**src/rtl/tic_tac_toe_btn_conditioner.sv**
```systemverilog
// tic_tac_toe_btn_conditioner
// Turns the five raw game buttons (L, R, U, D, C) into clean, registered
// levels and single-cycle move/select pulses, with auto-repeat on held
// direction buttons and a fixed-priority arbiter so at most one pulse
// reaches the controller per cycle.
module tic_tac_toe_btn_conditioner #(
    parameter int unsigned DEBOUNCE_CYCLES = 500000,
    parameter int unsigned REPEAT_DELAY    = 25000000,
    parameter int unsigned REPEAT_RATE     = 10000000,
    parameter logic [4:0]  REPEAT_MASK     = 5'b01111
) (
    input  logic       Clk,
    input  logic       reset_n,
    input  logic [4:0] PB,
    output logic [4:0] DPB,
    output logic [4:0] Pulse,
    output logic       PulseAny,
    output logic       Dropped
);

    localparam int unsigned RMAX = (REPEAT_DELAY > REPEAT_RATE) ? REPEAT_DELAY : REPEAT_RATE;
    localparam int DW = $clog2(DEBOUNCE_CYCLES + 1);
    localparam int RW = $clog2(RMAX + 1);

    localparam logic [DW-1:0] DCNT_ONE  = DW'(1);
    localparam logic [DW-1:0] DCNT_LAST = DW'(DEBOUNCE_CYCLES - 1);
    localparam logic [DW-1:0] DCNT_FULL = DW'(DEBOUNCE_CYCLES);
    localparam logic [RW-1:0] RCNT_ONE   = RW'(1);
    localparam logic [RW-1:0] RCNT_DELAY = RW'(REPEAT_DELAY);
    localparam logic [RW-1:0] RCNT_RATE  = RW'(REPEAT_RATE);

    // A zero delay switches auto-repeat off for every button at once.
    localparam logic [4:0] REPEAT_EN = (REPEAT_DELAY != 0) ? REPEAT_MASK : 5'b00000;

    typedef enum logic [1:0] {
        IDLE,
        ARM_PRESS,
        PRESSED,
        ARM_RELEASE
    } btn_state_e;

    logic [4:0]    sync1_q;
    logic [4:0]    sync2_q;
    logic [4:0]    s;

    btn_state_e    state_q [5];
    btn_state_e    state_d [5];
    logic [DW-1:0] dcnt_q  [5];
    logic [DW-1:0] dcnt_d  [5];
    logic [RW-1:0] rcnt_q  [5];
    logic [RW-1:0] rcnt_d  [5];

    logic [4:0]    cand;
    logic [4:0]    win;
    logic [4:0]    dpb_q;
    logic [4:0]    dpb_d;
    logic [4:0]    pulse_q;
    logic [4:0]    pulse_d;
    logic          pulseAny_q;
    logic          pulseAny_d;
    logic          dropped_q;
    logic          dropped_d;

    assign s = sync2_q;

    // One repeat-counter step: fire-and-reload at 1, otherwise count down,
    // and never move below zero.
    function automatic logic [RW-1:0] repeatStep(input logic [RW-1:0] r);
        if (r == RCNT_ONE) begin
            return RCNT_RATE;
        end else if (r != '0) begin
            return r - RCNT_ONE;
        end else begin
            return r;
        end
    endfunction

    // Two-flop synchroniser bringing the asynchronous buttons into the clock domain.
    always_ff @(posedge Clk or negedge reset_n) begin
        if (!reset_n) begin
            sync1_q <= '0;
            sync2_q <= '0;
        end else begin
            sync1_q <= PB;
            sync2_q <= sync1_q;
        end
    end

    // State, counter and registered-output flops for all five buttons.
    always_ff @(posedge Clk or negedge reset_n) begin
        if (!reset_n) begin
            for (int k = 0; k < 5; k++) begin
                state_q[k] <= IDLE;
                dcnt_q[k]  <= '0;
                rcnt_q[k]  <= '0;
            end
            dpb_q      <= '0;
            pulse_q    <= '0;
            pulseAny_q <= 1'b0;
            dropped_q  <= 1'b0;
        end else begin
            for (int k = 0; k < 5; k++) begin
                state_q[k] <= state_d[k];
                dcnt_q[k]  <= dcnt_d[k];
                rcnt_q[k]  <= rcnt_d[k];
            end
            dpb_q      <= dpb_d;
            pulse_q    <= pulse_d;
            pulseAny_q <= pulseAny_d;
            dropped_q  <= dropped_d;
        end
    end

    // Per-button debounce FSM and counter datapath. A glitch back to high
    // during release debounce resumes the repeat countdown on that same
    // edge, so the repeat schedule slips by exactly the low time.
    always_comb begin
        for (int k = 0; k < 5; k++) begin
            state_d[k] = state_q[k];
            dcnt_d[k]  = dcnt_q[k];
            rcnt_d[k]  = rcnt_q[k];
            case (state_q[k])
                IDLE: begin
                    if (s[k]) begin
                        state_d[k] = ARM_PRESS;
                        dcnt_d[k]  = DCNT_ONE;
                    end else begin
                        dcnt_d[k]  = '0;
                    end
                end
                ARM_PRESS: begin
                    if (!s[k]) begin
                        state_d[k] = IDLE;
                        dcnt_d[k]  = '0;
                    end else if (dcnt_q[k] >= DCNT_LAST) begin
                        state_d[k] = PRESSED;
                        dcnt_d[k]  = DCNT_FULL;
                        rcnt_d[k]  = RCNT_DELAY;
                    end else begin
                        dcnt_d[k]  = dcnt_q[k] + DCNT_ONE;
                    end
                end
                PRESSED: begin
                    if (!s[k]) begin
                        state_d[k] = ARM_RELEASE;
                        dcnt_d[k]  = DCNT_ONE;
                    end else if (REPEAT_EN[k]) begin
                        rcnt_d[k]  = repeatStep(rcnt_q[k]);
                    end
                end
                ARM_RELEASE: begin
                    if (s[k]) begin
                        state_d[k] = PRESSED;
                        dcnt_d[k]  = DCNT_FULL;
                        if (REPEAT_EN[k]) begin
                            rcnt_d[k] = repeatStep(rcnt_q[k]);
                        end
                    end else if (dcnt_q[k] >= DCNT_LAST) begin
                        state_d[k] = IDLE;
                        dcnt_d[k]  = '0;
                    end else begin
                        dcnt_d[k]  = dcnt_q[k] + DCNT_ONE;
                    end
                end
                default: begin
                    state_d[k] = IDLE;
                    dcnt_d[k]  = '0;
                end
            endcase
        end
    end

    // Pulse candidates, debounced levels and the C > U > D > L > R arbiter;
    // losing candidates are discarded and flagged through Dropped.
    always_comb begin
        cand  = '0;
        dpb_d = '0;
        for (int k = 0; k < 5; k++) begin
            case (state_q[k])
                ARM_PRESS:            cand[k] = s[k] && (dcnt_q[k] >= DCNT_LAST);
                PRESSED, ARM_RELEASE: cand[k] = s[k] && REPEAT_EN[k] && (rcnt_q[k] == RCNT_ONE);
                default:              cand[k] = 1'b0;
            endcase
            dpb_d[k] = (state_d[k] == PRESSED) || (state_d[k] == ARM_RELEASE);
        end

        win = 5'b00000;
        if (cand[4]) begin
            win = 5'b10000;
        end else if (cand[2]) begin
            win = 5'b00100;
        end else if (cand[3]) begin
            win = 5'b01000;
        end else if (cand[0]) begin
            win = 5'b00001;
        end else if (cand[1]) begin
            win = 5'b00010;
        end

        pulse_d    = win;
        pulseAny_d = |cand;
        dropped_d  = |(cand & ~win);
    end

    assign DPB      = dpb_q;
    assign Pulse    = pulse_q;
    assign PulseAny = pulseAny_q;
    assign Dropped  = dropped_q;

endmodule

```
**config.mk**
```make
export PLATFORM = sky130hd
export DESIGN_NAME = tic_tac_toe_btn_conditioner
export DESIGN_NICKNAME = d
export VERILOG_FILES = /design/src/rtl/tic_tac_toe_btn_conditioner.sv
export SDC_FILE = /design/constraint.sdc
export NUM_CORES = 1
export LEC_CHECK = 0
export ABC_CLOCK_PERIOD_IN_PS = 4200
export CAP_MARGIN = 20
export CORE_UTILIZATION = 35
export CTS_CLUSTER_DIAMETER = 40
export DETAILED_ROUTE_END_ITERATION = 10
export SLEW_MARGIN = 40
export SYNTH_ARGS = -nofsm -noshare
export SYNTH_HDL_FRONTEND = slang
export SYNTH_SLANG_ARGS = --single-unit
```
**constraint.sdc**
```tcl
create_clock -name Clk -period 4.2 [get_ports Clk]
set_input_delay 0.84 -clock Clk [delete_from_list [all_inputs] [get_ports Clk]]
set_output_delay 0.84 -clock Clk [all_outputs]
set_load 0.02 [all_outputs]
```
=== Yosys cells after proc, flatten, opt, wreduce, memory -nomap -nowiden ===
Index checks and enable logic that the tools add are counted.

* Bits in registers: 227
* Bits in latches: 0
* Bits in writable memories: 0
* Memory bits (read-only): 0
* Output and inout port bits: 12
* Memories kept: 0

* Add/sub/neg operators: 9
* $mul: 0
* Div/mod/pow operators: 0
* $lt $le $gt $ge: 5
* Equality and inequality tests: 50
* Shift operators: 0
* Muxes and demuxes: 104
* Bitwise gates (word level): 2
* Reductions and logical operators: 37

{| class="wikitable"
|+ Operators by type and width
! cell !! number
|-
| two-way mux 25 bit || 20
|-
| two-way mux 19 bit || 25
|-
| one-hot mux 19 bit (4 select lines) || 5
|-
| one-hot mux 25 bit (2 select lines) || 4
|-
| == test 25 x 1 -> 1 bit (second input constant) || 4
|-
| nonzero test 25 bit || 4
|-
| subtractor 25 x 1 -> 25 bit (second input constant) || 4
|-
| adder 19 x 1 -> 19 bit (second input constant) || 5
|-
| greater-or-equal comparator 19 bit (second input constant) || 5
|-
| two-way mux 2 bit || 32
|-
| == test 2 bit (second input constant) || 20
|-
| one-hot mux 2 bit (4 select lines) || 5
|-
| inequality test 2 bit (second input constant) || 13
|-
| AND reduction 5 bit || 4
|-
| inequality test 3 x 1 -> 1 bit (second input constant) || 4
|-
| == test 2 x 1 -> 1 bit (second input constant) || 5
|-
| zero test 2 bit || 5
|-
| OR reduction 5 bit || 2
|-
| logical AND 1 bit || 9
|-
| two-way mux 4 bit || 2
|-
| inequality test 2 x 1 -> 1 bit (second input constant) || 4
|-
| one-hot mux 1 bit (2 select lines) || 4
|-
| nonzero test 2 bit || 4
|-
| OR reduction 2 bit || 4
|-
| 5 further kinds || 14
|}

=== Depth between registers and ports, before layout ===
Gate-level depths: netlist of the first run.

* Word-level depth: 11
* Mapped depth: 9

=== Least setup slack after synthesis of the first run ===
Ideal clock, no wire load.

* Path type: reg2reg
* Start point: register dcnt_q[19] (netlist bit)
* End point: register dropped_q, in the netlist Dropped
* Setup time: 0.140 ns
* Arrival: 2.322 ns
* Slack: 1.739 ns
* Cell stages (with the launch flop): 10
* Path buffers: 2
* Period minus slack after synthesis: 2.461 ns
* Cells stage by stage: dfrtp_1 ha_1 a21o_1 a2111oi_2 o21ai_0 clkbuf_1 a21o_1 buf_2 a2111oi_0 a211oi_1

* Longest elaborated chain between the ends: 9

{| class="wikitable"
|+ RTL lines
! element !! line !! text
|-
| from (decl) || 48 || <nowiki>logic [DW-1:0] dcnt_q [5];</nowiki>
|-
| from (signal, indexed assignment) || 104 || <nowiki>dcnt_q[k] <= dcnt_d[k];</nowiki>
|-
| greater-or-equal comparator 19 bit * || 180 || <nowiki>ARM_PRESS: cand[k] = s[k] && (dcnt_q[k] >= DCNT_LAST);</nowiki>
|-
| logical AND 1 bit * || 180 ||
|-
| one-hot mux 1 bit (2 select lines) * || 179 || <nowiki>case (state_q[k])</nowiki>
|-
| two-way mux 4 bit || 192 || <nowiki>end else if (cand[3]) begin</nowiki>
|-
| two-way mux 4 bit || 190 || <nowiki>end else if (cand[2]) begin</nowiki>
|-
| two-way mux 5 bit || 188 || <nowiki>if (cand[4]) begin</nowiki>
|-
| inverter 5 bit || 202 || <nowiki>dropped_d = |(cand & ~win);</nowiki>
|-
| AND 5 bit * || 202 ||
|-
| OR reduction 5 bit * || 202 ||
|-
| via dropped_d || 62 || <nowiki>logic dropped_d;</nowiki>
|-
| to (signal assigned) || 110 || <nowiki>dropped_q <= dropped_d;</nowiki>
|-
| to (decl) || 61 || <nowiki>logic dropped_q;</nowiki>
|}

The timed path passes the listed nets; every way through them passes the cells marked *.
A chain may end at the register's enable or synchronous reset.

=== Worst setup path in the final report of the first run ===
* Start point: register rcnt_q[52] (netlist bit)
* End point: register dropped_q, in the netlist Dropped

* Longest elaborated chain between the ends: 8

{| class="wikitable"
|+ RTL lines
! element !! line !! text
|-
| from (decl) || 50 || <nowiki>logic [RW-1:0] rcnt_q [5];</nowiki>
|-
| from (signal, indexed assignment) || 105 || <nowiki>rcnt_q[k] <= rcnt_d[k];</nowiki>
|-
| == test 25 x 1 -> 1 bit * || 181 || <nowiki>PRESSED, ARM_RELEASE: cand[k] = s[k] && REPEAT_EN[k] && (rcnt_q[k] == RCNT_ONE);</nowiki>
|-
| logical AND 1 bit * || 181 ||
|-
| one-hot mux 1 bit (2 select lines) * || 179 ||
|-
| two-way mux 4 bit || 190 ||
|-
| two-way mux 5 bit || 188 ||
|-
| inverter 5 bit || 202 ||
|-
| AND 5 bit * || 202 ||
|-
| OR reduction 5 bit * || 202 ||
|-
| via dropped_d || 62 ||
|}

Marked as above.

==> load_flow_metrics.sql, run 1 <==
INSERT INTO impl_metrics (metric_group, metric, value, unit) VALUES
('setup_path', 'cp_data_arrival_time', '3.46', 'ns'),
('drt', 'remaining_antenna_violation_count_after_routing', '0', ''),
('power', 'p_int', '4340', 'uW'),
('drt', 'detail_routed_net_length_per_standard_cell', '15.9', 'um'),
('floorplan', 'core', '0.0368', 'mm^2'),
('logic_synthesis', 'multiplexer_share_of_the_synthesized_area', '0.705', '%'),
('drt', 'drtIter0Drc', '917', ''),
('power', 'seqPwrFrac', '39.5', '%'),
('logic_synthesis', 'synth_top_cells_by_area', 'sky130_fd_sc_hd__dfrtp_1 (43%), sky130_fd_sc_hd__o21ai_0 (5.2%), sky130_fd_sc_hd__a21oi_1 (4.3%), sky130_fd_sc_hd__nand2_1 (3.5%), sky130_fd_sc_hd__nand3_1 (3.2%)', ''),
('logic_synthesis', 'ys_ff_latch', '226', ''),
('timing', 'maxClockFrequency', '331', 'MHz'),
('power', 'switching_share', '22.8', '%'),
('setup_path', 'worstSetupStartpointType', 'flop', ''),
('logic_synthesis', 'yosysTopAreaCell', 'sky130_fd_sc_hd__dfrtp_1', ''),
('clock_network', 'cts.hold.buffers_added', '0', ''),
('clock_network', 'cts_buffer_depth', '3', ''),
('logic_synthesis', 'ys_seq_area_share', '43.1', '%'),
('logic_synthesis', 'postSynth.asyncResetShare', '100', '%'),
('logic_synthesis', 'synth_edf_count', '0', ''),
('logic_synthesis', 'syn_area', '0.0131', 'mm^2'),
('clock_network', 'post_cts_resize_count', '0', ''),
('global_route', 'grt_pass1_vias', '11000', ''),
('logic_synthesis', 'post_synth_fa_ha_maj_area_fraction', '1.52', '%'),
('power', 'power_share_of_the_combinational_group', '2.2', '%'),
('placed_design', 'sum_of_net_half_perimeters_after_detailed_placement', '21.1', 'mm'),
('floorplan', 'initial_core_util', '35.7', '%'),
('timing', 'maxSlewViolCount', '0', ''),
('cells_and_area', 'n_antenna_cell', '0', ''),
('timing', 'timing.final.crit_share', '72.0', '%'),
('cells_and_area', 'finalNetCount', '1527', ''),
('timing', 'timing.final.hold_violations', '0', ''),
('cells_and_area', 'multiInputGateArea', '0.00701', 'mm^2'),
('timing', 'setup-tns-final', '0', 'ns'),
('outcome', 'run_status', 'finished, final reports clean', ''),
('setup_path', 'critical_path_buf_inv_count', '0', ''),
('clock_network', 'cts.sinks', '226', ''),
('timing', 'timing.hold.ws', '0.293', 'ns'),
('logic_synthesis', 'synth.yosys.warnings', '0', ''),
('cells_and_area', 'regArea', '0.00566', 'mm^2'),
('drt', 'detail_route.drc_violations', '0', ''),
('global_route', 'largest_net_degree_at_the_start_of_global_routing', '85', ''),
('drt', 'dr.pass1.iters', '5', ''),
('clock_network', 'tritoncts', 'built', ''),
('setup_path', 'cp_top_family', 'simple AND/OR/NAND/NOR gates', ''),
('setup_path', 'critical_path_peak_fanout', '18', ''),
('logic_synthesis', 'synthSimpleGateAreaFrac', '24.9', '%'),
('setup_path', 'critPathSlowestCell', 'sky130_fd_sc_hd__o22ai_1', ''),
('power', 'p_clk_share', '58.3', '%'),
('placed_design', 'gp_congestion', '0.835', ''),
('power', 'powerDensity', '373', 'mW/mm^2'),
('global_route', 'global_route.usage.total', '16.8', '%'),
('timing', 'rsz_0062_raised_after_global_routing', 'no', ''),
('clock_network', 'clock_tree.htree_level_count', '2', ''),
('power', 'static-leakage-power', '0.00652', 'uW'),
('logic_synthesis', 'number_of_distinct_library_cells_after_synthesis', '80', ''),
('setup_path', 'required', '4.63', 'ns'),
('drt', 'routed_via_density', '5.80', ''),
('cells_and_area', 'final_common_cell', 'sky130_fd_sc_hd__dfrtp_1', ''),
('timing', 'setup_viol', '0', ''),
('timing', 'clock_skew', '0.0295', 'ns'),
('setup_path', 'timing_worst_setup_path_type', 'flop to flop', ''),
('floorplan', 'pin_count', '19', ''),
('clock_network', 'clock_tree.root_cell', 'sky130_fd_sc_hd__clkbuf_16', ''),
('setup_path', 'critical_path.reg2reg.startpoint', 'rcnt_q[52]$_DFFE_PN0P_', ''),
('floorplan', 'fp.dieW', '196', 'um'),
('logic_synthesis', 'netlist_instances', '1506', ''),
('logic_synthesis', 'synth_nets', '1529', ''),
('drt', 'dr_total_vias', '11600', ''),
('cells_and_area', 'areaGrowthSynthToFinish', '14.9', '%'),
('clock_network', 'clk_transition_reported_paths', '0.06', 'ns'),
('drt', 'routed_wire_length', '31.9', 'mm');
worst reg2reg max path: stages, from the launching register on:
cell and delay, ns:
sky130_fd_sc_hd__dfrtp_1 0.43, sky130_fd_sc_hd__or4_4 0.58, sky130_fd_sc_hd__nor4_1 0.34, sky130_fd_sc_hd__nand3_2 0.37
sky130_fd_sc_hd__o22ai_1 0.74, sky130_fd_sc_hd__a2111oi_0 0.23, sky130_fd_sc_hd__a211oi_1 0.23
power groups by stage:
stage / Sequential, uW / Clock [uW] / Combinational (uW)
floorplan: 2240 / 0 / 69.8
global placement: 2260 / 0 / 125
detailed placement: 2260 / 0 / 128
CTS: 2220 / 3370 / 129
global route: 2220 / 3470 / 144
finish: 2220 / 3280 / 124
kinds of logic (layout without fill, tap and decap cells):
kind of cell,Yosys count,count (layout)
adder cells (fa/ha/maj),16,16
AND/OR/NAND/NOR,613,613
flip-flops,226,226
buffers and inverters,123,151
multiplexers,9,9
XOR/XNOR,32,32
AO/OA/AOI/OAI,487,487
stage by stage:
step,setup slack (ns),instance area [um^2],cells
5_1_grt,0.885,15100,2002
2_1_floorplan,1.74,13100,1506
3_5_place_dp,1.17,13700,1932
4_1_cts,1.15,15100,2002
3_3_place_gp,1.23,13700,1928
6_report,1.18,15100,2002
state kept, by name, indices dropped and copies added (netlist names):
| register | flops |
|---|---|
| dcnt_q | 95 |
| state_q | 10 |
| sync1_q | 5 |
| Dropped | 1 |
| Pulse | 5 |
| rcnt_q | 100 |
| DPB | 4 |
| s | 5 |
| PulseAny | 1 |
synthesized netlist by cell type, drive strengths merged, types with 29 or more instances:
master,instances
dfrtp,226
o21ai,144
nand2,124
a21oi,116
nor2,111
nand3,84
clkbuf,55
nor3,52
inv,49
nand4,40
nor4,37
o31ai,37
a22o,35
or3,35
or4,29
per-layer routing:
| layer | GRT usage (%) | wire (um) | vias to the layer above |
|---|---|---|---|
| met5 | 0 | 0 | - |
| met4 | 5.01 | 593 | 0 |
| met3 | 2.56 | 1240 | 49 |
| met2 | 26.9 | 14500 | 194 |
| met1 | 23.5 | 15600 | 5660 |
| li1 | - | - | 5699 |
area by class of cell:
cell class,instances,share of cell area (%)
Multi-Input combinational cell,1157,46.5
Clock inverter,27,2.35
Timing Repair Buffer,32,1.96
Sequential cell,226,37.5
Clock buffer,43,6.63
Tap cell,468,3.88
Inverter,49,1.22
worst max-delay path by stage:
stage	start	to	slack, ns	depth (start not counted)
after floorplan	dcnt_q[19]$_DFFE_PN0P_	Dropped$_DFF_PN0_	1.74	9
after global placement	rcnt_q[68]$_DFFE_PN0P_	Dropped$_DFF_PN0_	1.23	6
after detailed placement	rcnt_q[68]$_DFFE_PN0P_	Dropped$_DFF_PN0_	1.17	6
after CTS	rcnt_q[52]$_DFFE_PN0P_	Dropped$_DFF_PN0_	1.15	6
after global routing	rcnt_q[52]$_DFFE_PN0P_	Dropped$_DFF_PN0_	0.88	6
final	rcnt_q[52]$_DFFE_PN0P_	Dropped$_DFF_PN0_	1.18	6
Note: power is estimated with default switching activity, not from simulation.
==> inputs of run 2 (changes only) <==
Settings changed: ABC_CLOCK_PERIOD_IN_PS 4200 to 2700.
Clock period 4.2 ns to 2.7 ns, I/O delays scaled along.
==> run 2 against run 1 <==
Effect of this change:
- the flow now finishes with violations (hold timing)
- final cell count increased by 3.6%
- count of clock-buffer cells in the layout increased by 14
- maximum frequency increased by 19%
- register-to-register slack got worse by 1.0 ns
- clock power increased by 74%
- worst hold slack got worse by 0.29 ns
- combinational power increased by 83%
- global-route usage increased by 0.67 points
- highest routed layer unchanged
==> load_flow_metrics.sql, run 2 (synthesis gave the netlist of run 1 again) <==
INSERT INTO impl_metrics (metric_group, metric, value, unit) VALUES
('timing', 'maxSlewViolCount', '0', ''),
('power', 'p_int', '7260', 'uW'),
('drt', 'dr_total_vias', '11900', ''),
('clock_network', 'cts_inserted_buffers', '46', ''),
('floorplan', 'initial_core_util', '35.7', '%'),
('cells_and_area', 'n_antenna_cell', '0', ''),
('floorplan', 'die_area', '0.0383', 'mm^2'),
('timing', 'timing_worst_slew_pin_value', '0.721', 'ns'),
('clock_network', 'cts_buffer_depth', '3', ''),
('global_route', 'grt_antenna_before_repair', '0', ''),
('drt', 'detail_routed_net_length_per_standard_cell', '15.9', 'um'),
('floorplan', 'die_h', '196', 'um'),
('clock_network', 'clk_transition_reported_paths', '0.05', 'ns'),
('cells_and_area', 'finalNetCount', '1593', ''),
('placed_design', 'gp_congestion', '0.842', ''),
('setup_path', 'worstSetupStartpointType', 'flop', ''),
('drt', 'detail_route.drc_violations', '0', ''),
('setup_path', 'critical_path_peak_fanout', '14', ''),
('setup_path', 'timing_worst_setup_path_type', 'flop to flop', ''),
('placed_design', 'portBuffers', '18', ''),
('clock_network', 'cts.sinks', '226', ''),
('clock_network', 'cts_setup_buffers', '0', ''),
('setup_path', 'critical_path.cell_chain', 'or4_1 -> or4_4 -> nor3_2 -> buf_4 -> a31oi_1 -> or4_1 -> a21oi_1', ''),
('flow_run', 'maxCapViolations', '0', ''),
('setup_path', 'r2r_setup_slk', '0.16', 'ns'),
('clock_network', 'clock_tree.htree_level_count', '2', ''),
('clock_network', 'clock_tree.root_cell', 'sky130_fd_sc_hd__clkbuf_16', ''),
('timing', 'setup_viol', '0', ''),
('power', 'seqPwrFrac', '36.7', '%'),
('drt', 'drtIter0Drc', '821', ''),
('floorplan', 'core', '0.0368', 'mm^2'),
('setup_path', 'ff2ff_path_depth', '7', ''),
('timing', 'rsz_0062_raised_after_global_routing', 'no', ''),
('power', 'switching_power', '2130', 'uW'),
('setup_path', 'critical_path.reg2reg.startpoint', 'rcnt_q[48]$_DFFE_PN0P_', ''),
('setup_path', 'critPathSlowestCell', 'sky130_fd_sc_hd__or4_1', ''),
('global_route', 'first_pass_grt_wire_length', '56.8', 'mm'),
('clock_network', 'worst_skew_pair.late_latency', '0.53', 'ns'),
('power', 'power_share_of_the_combinational_group', '2.4', '%'),
('drt', 'routed_wire_length', '32.9', 'mm'),
('timing', 'timing.hold.ws', '-0.000595', 'ns'),
('placed_design', 'sum_of_net_half_perimeters_after_detailed_placement', '22.1', 'mm'),
('cells_and_area', 'commonest_cells_after_routing_fill_and_taps_aside', 'sky130_fd_sc_hd__dfrtp_1 (226), sky130_fd_sc_hd__o21ai_0 (135), sky130_fd_sc_hd__nand2_1 (124), sky130_fd_sc_hd__a21oi_1 (112), sky130_fd_sc_hd__nor2_1 (110)', ''),
('setup_path', 'crit_path_max_incr_delay', '0.56', 'ns'),
('global_route', 'grt_pass1_vias', '11400', ''),
('cells_and_area', 'largest_register', 'rcnt_q', ''),
('cells_and_area', 'final_common_cell', 'sky130_fd_sc_hd__dfrtp_1', ''),
('power', 'switching_share', '22.7', '%'),
('timing', 'timing.final.hold_violations', '1', ''),
('cells_and_area', 'postLayoutCoreUtil', '42.9', '%'),
('timing', 'timing.final.crit_share', '93.9', '%'),
('setup_path', 'path_common_cell', 'sky130_fd_sc_hd__or4_1', ''),
('setup_path', 'cp_data_arrival_time', '2.99', 'ns'),
('outcome', 'run_status', 'complete, but fails checks', ''),
('global_route', 'grt_overflow', '0', ''),
('drt', 'remaining_antenna_violation_count_after_routing', '0', ''),
('drt', 'routed_via_density', '5.72', ''),
('setup_path', 'regToRegEndpoint', 'rcnt_q[35]$_DFFE_PN0P_', ''),
('timing', 'period_needed', '2.54', 'ns'),
('timing', 'setup-tns-final', '0', 'ns'),
('cells_and_area', 'largest_registers', 'rcnt_q x100, dcnt_q x95, state_q x10', ''),
('timing', 'clock_skew', '0.0137', 'ns'),
('drt', 'dr.pass1.iters', '5', ''),
('floorplan', 'fp.dieW', '196', 'um'),
('timing', 'maxClockFrequency', '394', 'MHz'),
('placed_design', 'place_area', '0.0142', 'mm^2'),
('floorplan', 'pin_count', '19', ''),
('global_route', 'global_route.usage.total', '17.5', '%'),
('global_route', 'largest_net_degree_at_the_start_of_global_routing', '74', ''),
('power', 'powerDensity', '595', 'mW/mm^2'),
('outcome', 'failing_checks', 'hold timing', ''),
('power', 'p_clk_share', '60.9', '%'),
('power', 'static-leakage-power', '0.00694', 'uW'),
('power', 'vdd_drop_max', '444', 'uV'),
('min_path', 'hold_class', 'primary input to asynchronous set/reset pin', ''),
('setup_path', 'endpoint_kind', 'flop', ''),
('cells_and_area', 'stdcell_area', '0.0158', 'mm^2'),
('cells_and_area', 'areaGrowthSynthToFinish', '20.1', '%'),
('setup_path', 'required', '3.15', 'ns'),
('floorplan', 'placement_rows', '70', ''),
('cells_and_area', 'largest_register_ffs', '100', ''),
('clock_network', 'tritoncts', 'built', ''),
('cells_and_area', 'layout-drive-gt1-share', '12.1', '%'),
('timing', 'relSlewSlack', '51.7', '%');
## run 2: worst max path at each step
stage	start	end	slack, ns	cells past startpoint
2_1_floorplan	dcnt_q[19]$_DFFE_PN0P_	Dropped$_DFF_PN0_	0.24	9
3_3_place_gp	rcnt_q[48]$_DFFE_PN0P_	rcnt_q[35]$_DFFE_PN0P_	0.22	7
3_5_place_dp	rcnt_q[48]$_DFFE_PN0P_	rcnt_q[35]$_DFFE_PN0P_	0.16	7
4_1_cts	dcnt_q[38]$_DFFE_PN0P_	rcnt_q[67]$_DFFE_PN0P_	0.16	9
5_1_grt	dcnt_q[19]$_DFFE_PN0P_	Dropped$_DFF_PN0_	0.01	8
6_report	rcnt_q[48]$_DFFE_PN0P_	rcnt_q[35]$_DFFE_PN0P_	0.16	7
## run 2: repair_timing
item | in CTS | in global routing
hold buffers | 0 | 0
resized for setup | 0 | 3
endpoints found under the setup margin | 0 | 11
## run 2: final cells by class
| cell class | instances | area (um^2) |
|---|---|---|
| Clock inverter | 28 | 320 |
| Fill cell | 3576 | 21000 |
| Clock buffer | 57 | 1240 |
| Tap cell | 468 | 586 |
| Inverter | 49 | 184 |
| Timing Repair Buffer | 90 | 763 |
| Multi-Input combinational cell | 1157 | 7020 |
| Sequential cell | 226 | 5660 |
## run 2: power groups by stage
stage | sequential (uW) | combinational, uW | clock [uW]
after floorplan | 3490 | 109 | 0
after global placement | 3500 | 230 | 0
after detailed placement | 3500 | 233 | 0
after CTS | 3440 | 234 | 5850
after global routing | 3450 | 262 | 6030
final | 3440 | 227 | 5720
## run 2: per-stage QoR
step | hold WS [ns] | setup slack (ns) | instances | power (uW)
floorplan | 0.244 | 0.239 | 1506 | 3590
global placement | 0.332 | 0.218 | 1990 | 3730
detailed placement | 0.338 | 0.158 | 1990 | 3730
CTS | 0.0156 | 0.158 | 2075 | 9530
global route | 0.0440 | 0.0113 | 2075 | 9740
finish | -0.000595 | 0.165 | 2075 | 9390
## run 2: worst max-delay path: cells and delay by family (launching register included)
kind / cells / cell delay, ns
AO/OA/AOI/OAI: 2 / 0.19
buffers and inverters: 1 / 0.23
flip-flops: 1 / 0.39
AND/OR/NAND/NOR: 4 / 1.64
## run 2: metal layers
| metal | global-route usage [%] | vias to the layer above | share of wire, % |
|---|---|---|---|
| met5 | 0 | - | 0 |
| li1 | - | 5824 | - |
| met1 | 24.6 | 5765 | 48 |
| met3 | 2.77 | 58 | 3.8 |
| met4 | 5.99 | 0 | 2.7 |
| met2 | 27.3 | 222 | 45 |
